==> src/rtl/safe_mode_seq_pkg.sv <==
`default_nettype none
// ============================================================================
// Module   : safe_mode_seq_pkg
// Brief    : Shared state/config types and core-mask helper for the
//            safe-mode sequencer.
// Revision : 1.0 - initial release
// ============================================================================
package safe_mode_seq_pkg;

   typedef enum logic [2:0] {
      IDLE   = 3'd0,
      HALT   = 3'd1,
      SYNC   = 3'd2,
      RESUME = 3'd3,
      RUN    = 3'd4,
      DEACT  = 3'd5,
      ERR    = 3'd6
   } seq_state_e;

   typedef enum logic [1:0] {
      CFG_TMR    = 2'd0,
      CFG_DMR    = 2'd1,
      CFG_SINGLE = 2'd2,
      CFG_RSVD   = 2'd3
   } seq_cfg_e;

   // DMR pairs the master with its left neighbour (bit 2 wraps to bit 0).
   function automatic logic [2:0] core_mask(input logic [1:0] cfg, input logic [2:0] master);
      logic [2:0] mask;
      mask = master;
      if (cfg == CFG_TMR) begin
         mask = 3'b111;
      end else if (cfg == CFG_DMR) begin
         mask = master | {master[1:0], master[2]};
      end
      return mask;
   endfunction

endpackage
`default_nettype wire

==> src/rtl/safe_seq_timeout.sv <==
`default_nettype none
// ============================================================================
// Module   : safe_seq_timeout
// Brief    : Saturating acknowledge-timeout counter; expires at
//            TIMEOUT_CYCLES-1 counts since the last clear.
// Revision : 1.0 - initial release
// ============================================================================
module safe_seq_timeout #(
   parameter int TIMEOUT_CYCLES = 1024
) (
   input  logic clk_i,
   input  logic rst_ni,
   input  logic i_clear,
   input  logic i_enable,
   output logic o_expired
);

   localparam int               c_cnt_w = $clog2(TIMEOUT_CYCLES);
   localparam logic [c_cnt_w-1:0] c_last = c_cnt_w'(TIMEOUT_CYCLES - 1);

   logic [c_cnt_w-1:0] r_count;

   always_ff @(posedge clk_i or negedge rst_ni) begin
      if (!rst_ni) begin
         r_count <= '0;
      end else if (i_clear) begin
         r_count <= '0;
      end else if (i_enable && (r_count != c_last)) begin
         r_count <= r_count + 1'b1;
      end
   end

   assign o_expired = (r_count == c_last);

endmodule
`default_nettype wire

==> src/rtl/safe_mode_sequencer.sv <==
`default_nettype none
// ============================================================================
// Module   : safe_mode_sequencer
// Brief    : Halts, syncs and releases the three-core cluster on a safe-mode
//            switch. Define SAFE_SEQ_TIMEOUT_EN to enable ack timeouts.
// Revision : 1.0 - initial release
// ============================================================================
module safe_mode_sequencer
   import safe_mode_seq_pkg::*;
#(
   parameter int NCORES         = 3,
   parameter int TIMEOUT_CYCLES = 1024
) (
   input  logic       clk_i,
   input  logic       rst_ni,
   input  logic       start_i,
   input  logic       safe_mode_i,
   input  logic [1:0] safe_configuration_i,
   input  logic [2:0] master_core_i,
   input  logic       initial_sync_master_i,
   input  logic       end_sw_routine_i,
   input  logic [2:0] core_debug_mode_i,
   output logic [2:0] debug_req_o,
   output logic       tmr_en_o,
   output logic       dmr_en_o,
   output logic [2:0] active_mask_o,
   output logic       busy_o,
   output logic       done_o,
   output logic       error_o
);

   if ((NCORES != 3) || (TIMEOUT_CYCLES < 2)) begin : g_bad_params
      $error("safe_mode_sequencer: NCORES must be 3 and TIMEOUT_CYCLES >= 2");
   end

   seq_state_e r_state, w_state_d;
   logic       r_start_q, r_end_q;
   logic [2:0] r_mask_q, r_halt_mask_q;
   logic [1:0] r_cfg_q;
   logic       w_start_rise, w_end_rise, w_cfg_valid, w_latch, w_expired;
   logic [2:0] w_new_mask, w_new_halt, w_mask_d, w_halt_mask_d, w_dbg_d, w_act_d;
   logic [1:0] w_cfg_d;
   logic       w_tmr_d, w_dmr_d, w_busy_d, w_done_d, w_err_d;

   assign w_start_rise = start_i & ~r_start_q;
   assign w_end_rise   = end_sw_routine_i & ~r_end_q;
   assign w_cfg_valid  = (safe_configuration_i != CFG_RSVD) && $onehot(master_core_i);
   assign w_new_mask   = core_mask(safe_configuration_i, master_core_i);
   assign w_new_halt   = initial_sync_master_i ? (w_new_mask & ~master_core_i) : w_new_mask;

`ifdef SAFE_SEQ_TIMEOUT_EN
   logic w_state_chg;
   assign w_state_chg = (w_state_d != r_state);

   safe_seq_timeout #(
      .TIMEOUT_CYCLES (TIMEOUT_CYCLES)
   ) u_timeout (
      .clk_i     (clk_i),
      .rst_ni    (rst_ni),
      .i_clear   (w_state_chg),
      .i_enable  ((r_state == HALT) || (r_state == RESUME)),
      .o_expired (w_expired)
   );
`else
   assign w_expired = 1'b0;
`endif

   always_ff @(posedge clk_i or negedge rst_ni) begin
      if (!rst_ni) begin
         r_state <= IDLE;
      end else begin
         r_state <= w_state_d;
      end
   end

   always_comb begin
      w_state_d = r_state;
      w_latch   = 1'b0;
      case (r_state)
         IDLE, RUN: begin
            if (w_start_rise) begin
               if (!safe_mode_i) begin
                  w_state_d = DEACT;
               end else if (!w_cfg_valid) begin
                  w_state_d = ERR;
               end else begin
                  w_state_d = HALT;
                  w_latch   = 1'b1;
               end
            end
         end
         // Acknowledge is tested before expiry so a same-cycle ack wins.
         HALT: begin
            if ((core_debug_mode_i & r_halt_mask_q) == r_halt_mask_q) begin
               w_state_d = SYNC;
            end else if (w_expired) begin
               w_state_d = ERR;
            end
         end
         SYNC: begin
            if (w_end_rise) begin
               w_state_d = RESUME;
            end
         end
         RESUME: begin
            if ((core_debug_mode_i & r_halt_mask_q) == 3'b000) begin
               w_state_d = RUN;
            end else if (w_expired) begin
               w_state_d = ERR;
            end
         end
         DEACT, ERR: w_state_d = IDLE;
         default:    w_state_d = IDLE;
      endcase

      w_mask_d      = w_latch ? w_new_mask           : r_mask_q;
      w_halt_mask_d = w_latch ? w_new_halt           : r_halt_mask_q;
      w_cfg_d       = w_latch ? safe_configuration_i : r_cfg_q;

      // Outputs are computed from the next state so every port is a flop.
      w_dbg_d = ((w_state_d == HALT) || (w_state_d == SYNC)) ? w_halt_mask_d : 3'b000;
      w_act_d = active_mask_o;
      w_tmr_d = tmr_en_o;
      w_dmr_d = dmr_en_o;
      if (w_state_d == RUN) begin
         w_act_d = w_mask_d;
         w_tmr_d = (w_cfg_d == CFG_TMR);
         w_dmr_d = (w_cfg_d == CFG_DMR);
      end else if ((w_state_d == DEACT) || (w_state_d == ERR)) begin
         w_act_d = 3'b000;
         w_tmr_d = 1'b0;
         w_dmr_d = 1'b0;
      end
      w_done_d = ((w_state_d == RUN) && (r_state != RUN)) || (w_state_d == DEACT);
      w_err_d  = (w_state_d == ERR);
      w_busy_d = !((w_state_d == IDLE) || (w_state_d == RUN));
   end

   always_ff @(posedge clk_i or negedge rst_ni) begin
      if (!rst_ni) begin
         r_start_q     <= 1'b0;
         r_end_q       <= 1'b0;
         r_mask_q      <= 3'b000;
         r_halt_mask_q <= 3'b000;
         r_cfg_q       <= 2'b00;
         debug_req_o   <= 3'b000;
         tmr_en_o      <= 1'b0;
         dmr_en_o      <= 1'b0;
         active_mask_o <= 3'b000;
         busy_o        <= 1'b0;
         done_o        <= 1'b0;
         error_o       <= 1'b0;
      end else begin
         r_start_q     <= start_i;
         r_end_q       <= end_sw_routine_i;
         r_mask_q      <= w_mask_d;
         r_halt_mask_q <= w_halt_mask_d;
         r_cfg_q       <= w_cfg_d;
         debug_req_o   <= w_dbg_d;
         tmr_en_o      <= w_tmr_d;
         dmr_en_o      <= w_dmr_d;
         active_mask_o <= w_act_d;
         busy_o        <= w_busy_d;
         done_o        <= w_done_d;
         error_o       <= w_err_d;
      end
   end

endmodule
`default_nettype wire

==> config.mk <==
export PLATFORM = sky130hd
export DESIGN_NAME = safe_mode_sequencer
export DESIGN_NICKNAME = d
export VERILOG_FILES = /design/src/rtl/safe_mode_seq_pkg.sv /design/src/rtl/safe_seq_timeout.sv /design/src/rtl/safe_mode_sequencer.sv
export SDC_FILE = /design/constraint.sdc
export NUM_CORES = 1
export LEC_CHECK = 0
export BUFFER_PORTS_ARGS = -buffer_cell sky130_fd_sc_hd__buf_2
export CORE_AREA = 2 2 51 53
export DETAILED_ROUTE_END_ITERATION = 8
export DIE_AREA = 0 0 53 55
export GPL_TIMING_DRIVEN = 0
export HOLD_SLACK_MARGIN = 0.15
export PLACE_DENSITY = 0.79
export SLEW_MARGIN = 30
export SYNTH_ARGS = -nofsm -noshare
export SYNTH_HDL_FRONTEND = slang
export SYNTH_SLANG_ARGS = --single-unit
==> constraint.sdc <==
create_clock -name clk_i -period 3.9 [get_ports clk_i]
set_input_delay 0.78 -clock clk_i [delete_from_list [all_inputs] [get_ports clk_i]]
set_output_delay 0.78 -clock clk_i [all_outputs]
set_load 0.005 [all_outputs]
Word-level counts from Yosys, hierarchy flattened
Cells that the tools add are included.

word-level totals
  memories kept = 0
  flip-flop bits (word level) = 24
  ROM bits = 0
  output and inout bits = 11
  word-level logic and storage cells = 75
  bits in writable memories = 0
  bits in latches = 0

cells by class
  reductions and logical operators = 14
  add/subtract/negate cells = 2
  bitwise logic cells = 8
  muxes and demuxes = 23
  div/mod/pow operators = 0
  $lt $le $gt $ge = 0
  multipliers = 0
  eq/ne operators = 15
  shift-type cells = 0

operators by type and width
  kind                                                             count
  3-bit 2-to-1 mux                                                 14
  3-bit == test, second input constant                             4
  3-bit one-hot mux with 4 select lines                            1
  3-bit by 2-bit == test with 1-bit output, second input constant  3
  3-bit zero test                                                  3
  1-bit 2-to-1 mux                                                 7
  3-bit AND                                                        2
  2-bit by 1-bit == test with 1-bit output, second input constant  3
  3-bit by 1-bit == test with 1-bit output, second input constant  2
  2-bit zero test                                                  2
  1-bit logical OR                                                 4
  3-bit == test                                                    1
  3-bit != test, second input constant                             1
  3-bit NOT                                                        1
  3-bit bitwise OR                                                 1
  1-bit by 1-bit adder with 2-bit output                           1
  2-bit by 1-bit adder with 2-bit output                           1
  1-bit AND                                                        2
  1-bit logical AND                                                2
  2-bit 2-to-1 mux                                                 1
  2-bit != test, second input constant                             1
  1-bit NOT                                                        2
  2-bit nonzero test                                               1
  2-bit OR reduction                                               1
  1-bit zero test                                                  1

Logic depth before layout (Yosys ltp)
  word-level depth = 12
  mapped depth = 8
  mapped depth without buffers = 7

Worst setup path after synthesis
No wires, ideal clock.

  path type = input -> register
  from = in master_core_i[0]
  to = reg dmr_en_o
  stages on the path = 7
  path slack = 1341 ps
  arrival time = 2456 ps
  cells stage by stage = inv_1 -> fa_1 -> and2b_1 -> and4_1 -> buf_2 -> o21a_2 -> o41ai_2

on the way
  longest elaborated chain between the ends = 11

RTL lines
  item                                                                          RTL line                                                source
  start: declaration                                                            safe_mode_sequencer.sv:19                               input logic [2:0] master_core_i,
  1-bit by 1-bit adder with 2-bit output (implied by the code) *                safe_mode_sequencer.sv:47                               assign w_cfg_valid = (safe_configuration_i != CFG_RSVD) && $onehot(master_core_i);
  2-bit by 1-bit adder with 2-bit output (implied by the code) *                safe_mode_sequencer.sv:47
  2-bit by 1-bit == test with 1-bit output *                                    safe_mode_sequencer.sv:47
  1-bit logical AND *                                                           safe_mode_sequencer.sv:47
  3-bit 2-to-1 mux or 1-bit 2-to-1 mux (tied branches)                          safe_mode_sequencer.sv:84                               end else if (!w_cfg_valid) begin
  3-bit 2-to-1 mux or 1-bit 2-to-1 mux (tied branches)                          safe_mode_sequencer.sv:82                               if (!safe_mode_i) begin
  3-bit 2-to-1 mux or 1-bit 2-to-1 mux (tied branches)                          safe_mode_sequencer.sv:81                               if (w_start_rise) begin
  3-bit one-hot mux with 4 select lines or 1-bit 2-to-1 mux (tied branches)     safe_mode_sequencer.sv:79                               case (r_state)
  3-bit == test or 2-bit 2-to-1 mux (tied branches)                             safe_mode_sequencer.sv:129, safe_mode_sequencer.sv:118
  1-bit logical OR or 2-bit by 1-bit == test with 1-bit output (tied branches)  safe_mode_sequencer.sv:129, safe_mode_sequencer.sv:128
  2-bit nonzero test (no line) or 1-bit 2-to-1 mux (tied branches)              -
  end signal: assignment                                                        safe_mode_sequencer.sv:161                              dmr_en_o <= w_dmr_d;
  end: declaration                                                              safe_mode_sequencer.sv:25                               output logic dmr_en_o,

Every way passes the cells marked *; elsewhere a longest branch is shown, timed or not.
A chain may end at the register's enable or synchronous reset.

Final worst setup path
  from = in master_core_i[0]
  to = reg debug_req_o[0]

on the way
  longest elaborated chain between the ends = 11

RTL lines
  item                                                                                                  RTL line                    source
  1-bit by 1-bit adder with 2-bit output (implied by the code) *                                        safe_mode_sequencer.sv:47
  2-bit by 1-bit adder with 2-bit output (implied by the code) *                                        safe_mode_sequencer.sv:47
  2-bit by 1-bit == test with 1-bit output *                                                            safe_mode_sequencer.sv:47
  1-bit logical AND *                                                                                   safe_mode_sequencer.sv:47
  3-bit 2-to-1 mux *                                                                                    safe_mode_sequencer.sv:84
  3-bit 2-to-1 mux *                                                                                    safe_mode_sequencer.sv:82
  3-bit 2-to-1 mux *                                                                                    safe_mode_sequencer.sv:81
  3-bit one-hot mux with 4 select lines *                                                               safe_mode_sequencer.sv:79
  net w_state_d[2]                                                                                      safe_mode_sequencer.sv:36   seq_state_e r_state, w_state_d;
  3-bit by 1-bit == test with 1-bit output or 3-bit by 2-bit == test with 1-bit output (tied branches)  safe_mode_sequencer.sv:121  w_dbg_d = ((w_state_d == HALT) || (w_state_d == SYNC)) ? w_halt_mask_d : 3'b000;
  1-bit logical OR *                                                                                    safe_mode_sequencer.sv:121
  3-bit 2-to-1 mux *                                                                                    safe_mode_sequencer.sv:121
  net w_dbg_d[0]                                                                                        safe_mode_sequencer.sv:41   logic [2:0] w_new_mask, w_new_halt, w_mask_d, w_halt_mask_d, w_dbg_d, w_act_d;
  end signal: assignment                                                                                safe_mode_sequencer.sv:159  debug_req_o <= w_dbg_d;
  end: declaration                                                                                      safe_mode_sequencer.sv:23   output logic [2:0] debug_req_o,

The timed path passes the listed nets; every way through them passes the cells marked *.

==> run_results.csv <==
group,metric,value,unit
status,outcome,"finished clean",
detailed_routing,wl_met1,1.10,mm
clocking,cts_buffers,3,
timing,slew_headroom,66.0,%
power,p_per_area,583,nW/um^2
clocking,post_cts_buffers,0,
layout,drive_above_1_share,35.7,%
clocking,postCtsHoldBufs,0,
timing,fin_crit_sh,64.9,%
logic_synthesis,async_reset_ff_share,100,%
floorplan,die_width,53,microns
detailed_routing,top_layer,"met4",
detailed_routing,wl,2.57,mm
timing,setup_violations,0,
floorplan,coreArea,2360,sq um
critical_path,reg2reg_depth,4,
logic_synthesis,synth_edf_count,0,
logic_synthesis,synth_area_leader_cell,"dfrtp_1",
placed_design,dpl.hpwl,2.00,mm
hold_path,hp-class,"in2async",
critical_path,endpoint,"debug_req_o[0]",
power,power.leakage,0.763,nW
floorplan,rows,18,
clocking,clockRootBuffer,"clkbuf_4",
critical_path,startpoint_type,"input port",
floorplan,io_pins,25,
clocking,h-tree-depth,1,
timing,finalCriticalPeriod,2.53,ns
logic_synthesis,ys_types,47,
detailed_routing,wl_met3,110,microns
clocking,post_cts_resized,0,
detailed_routing,wl_met2,1.33,mm
detailed_routing,drtPass1Iterations,4,
detailed_routing,viasPerCell,5.75,
logic_synthesis,synth_seq_cells,24,
global_routing,track_usage,21.2,%
placed_design,gp_congestion,0.758,
timing,maxSlewViolCount,0,
clocking,clockBufferDepth,2,
clocking,clock_latency,0.31,ns
timing,hold_ws,0.415,ns
global_routing,grt_max_degree,25,
timing,rsz0062_at_grt,"false",
critical_path,rr_startpoint,"r_halt_mask_q[0]",
logic_synthesis,synth.top_cells.by_count,"dfrtp_1 (24), inv_1 (14), and2b_1 (5), nand2_1 (5), o211ai_1 (5)",
global_routing,first_global_vias,980,
critical_path,endpoint_kind,"register",
detailed_routing,vias,977,
logic_synthesis,syn_nets,129,
logic_synthesis,syn_area,1330,sq um
logic_synthesis,yosysWarnings,0,
global_routing,grt_overflow,0,
timing,clock.fmax,0.395,GHz
critical_path,path_class,"in2reg",
critical_path,cp.required,4.12,ns
global_routing,grt_pass1_wl,4.41,mm
floorplan,chipHeight,55,microns
logic_synthesis,synth.top_cell.area_share,45.2,%
logic_synthesis,synthTopCellsByArea,"dfrtp_1 (45%), inv_1 (4.0%), o41ai_2 (3.7%)",
layout,syn2layout_area_growth,13.5,%
layout,n_antenna_cell,0,
detailed_routing,drt_iter0_markers,14,
critical_path,crit_start,"master_core_i[0]",
detailed_routing,wl_per_cell,15.1,microns
power,ir_worst_vdd,0.342,mV
critical_path,critPathArrivalTime,2.75,ns
timing,worst-slew-pin-transition,0.510,ns
logic_synthesis,avgSynthCellArea,11.8,sq um
timing,hold_viol,0,
clocking,cts_tree,"built",
timing,tns,0,ns
logic_synthesis,yosys.cell_count.top_type,"dfrtp_1",
logic_synthesis,synth_cells,113,
critical_path,reg2reg_slack,1.97,ns
floorplan,dieArea,2920,sq um
layout,fin_nets,158,
detailed_routing,drtAntennaViolNets,0,
run,drv_cap,0,
critical_path,crit_fanout,7,
clocking,path_clk_slew,0.12,ns
timing,fin_worst_skew,0.00727,ns
floorplan,initial_core_util,56.2,%
global_routing,antenna_found_initial,0,
critical_path,reg2reg_to,"tmr_en_o",
placed_design,numPortBuffers,24,
clocking,clkSinkCount,24,
logic_synthesis,seq_area_frac_synth,45.2,%
logic_synthesis,synth_flop_cell,"dfrtp_1",
detailed_routing,drcViolationCount,0,
[cell type report]
cell class / instances / area, sq um
tap: 30 / 37.5
timing repair buffer: 24 / 120
inverter: 14 / 52.6
multi-input combinational: 73 / 664
clock buffer: 3 / 22.5
sequential: 24 / 601
buffer: 2 / 12.5
fill: 202 / 855
[cells by family after synthesis]
logic type | count (synthesis) | synth area share, %
compound gates | 32 | 23.4
simple gates | 32 | 18.5
flops | 24 | 45.2
buf+inv | 16 | 4.89
mux | 7 | 5.55
fa+ha+maj | 2 | 2.45
[worst max-delay path, cell delays in order]
cell	delay [ns]
buf_2	0.12
inv_1	0.08
fa_1	0.47
and2b_1	0.36
and4_1	0.22
buf_2	0.16
o21a_2	0.25
inv_1	0.12
a221oi_2	0.19
[registers in the layout (all words and copies together) (netlist names)]
name           flops
r_end_q            1
debug_req_o        3
tmr_en_o           1
active_mask_o      3
dmr_en_o           1
r_halt_mask_q      3
error_o            1
r_state            3
r_mask_q           3
busy_o             1
r_start_q          1
r_cfg_q            2
done_o             1
[how the worst min path moves through the flow]
stage	endpoint	depth (start not counted)	slack (ns)	startpoint
floorplan	r_mask_q[1]	2	0.45	r_mask_q[1]
global placement	r_mask_q[1]	2	0.50	r_mask_q[1]
detailed placement	r_mask_q[1]	2	0.51	r_mask_q[1]
CTS	r_mask_q[0]	1	0.44	rst_ni
global route	r_mask_q[0]	1	0.47	rst_ni
finish	tmr_en_o	1	0.42	rst_ni
[where the power goes]
group          switching (mW)  internal (mW)
clock network          0.0704         0.0362
registers              0.0520          0.338
logic                   0.211          0.173
[layer usage]
metal / track usage, % / up-vias
met5: 0 / -
met4: 7.69 / 0
met3: 3.23 / 5
met2: 37.9 / 24
met1: 26.2 / 474
li1: - / 474
[cell usage in the layout, fill, tap and decap left out, types with 2 or more instances in the layout]
master and n:
a211oi_1 2, and2b_1 5, buf_2 25, clkbuf_4 3
dfrtp_1 24, inv_1 14, mux2_2 3, mux2i_1 4
nand2_1 5, nand3_1 2, nor2b_1 4, o211ai_1 5
o21ai_0 3, o31a_1 2, o31ai_1 4, o41ai_2 3
[per-stage QoR]
step	utilization, %	worst slack (ns)	instances	cell area (sq um)	power [mW]
2_1_floorplan	-	1.34	113	1330	0.660
3_3_place_gp	62.9	1.11	167	1490	0.766
3_5_place_dp	62.9	1.04	167	1490	0.781
4_1_cts	63.9	1.38	170	1510	0.885
5_1_grt	63.9	1.23	170	1510	0.946
6_report	63.9	1.37	170	1510	0.881
Power figures use the tool's default switching activity.
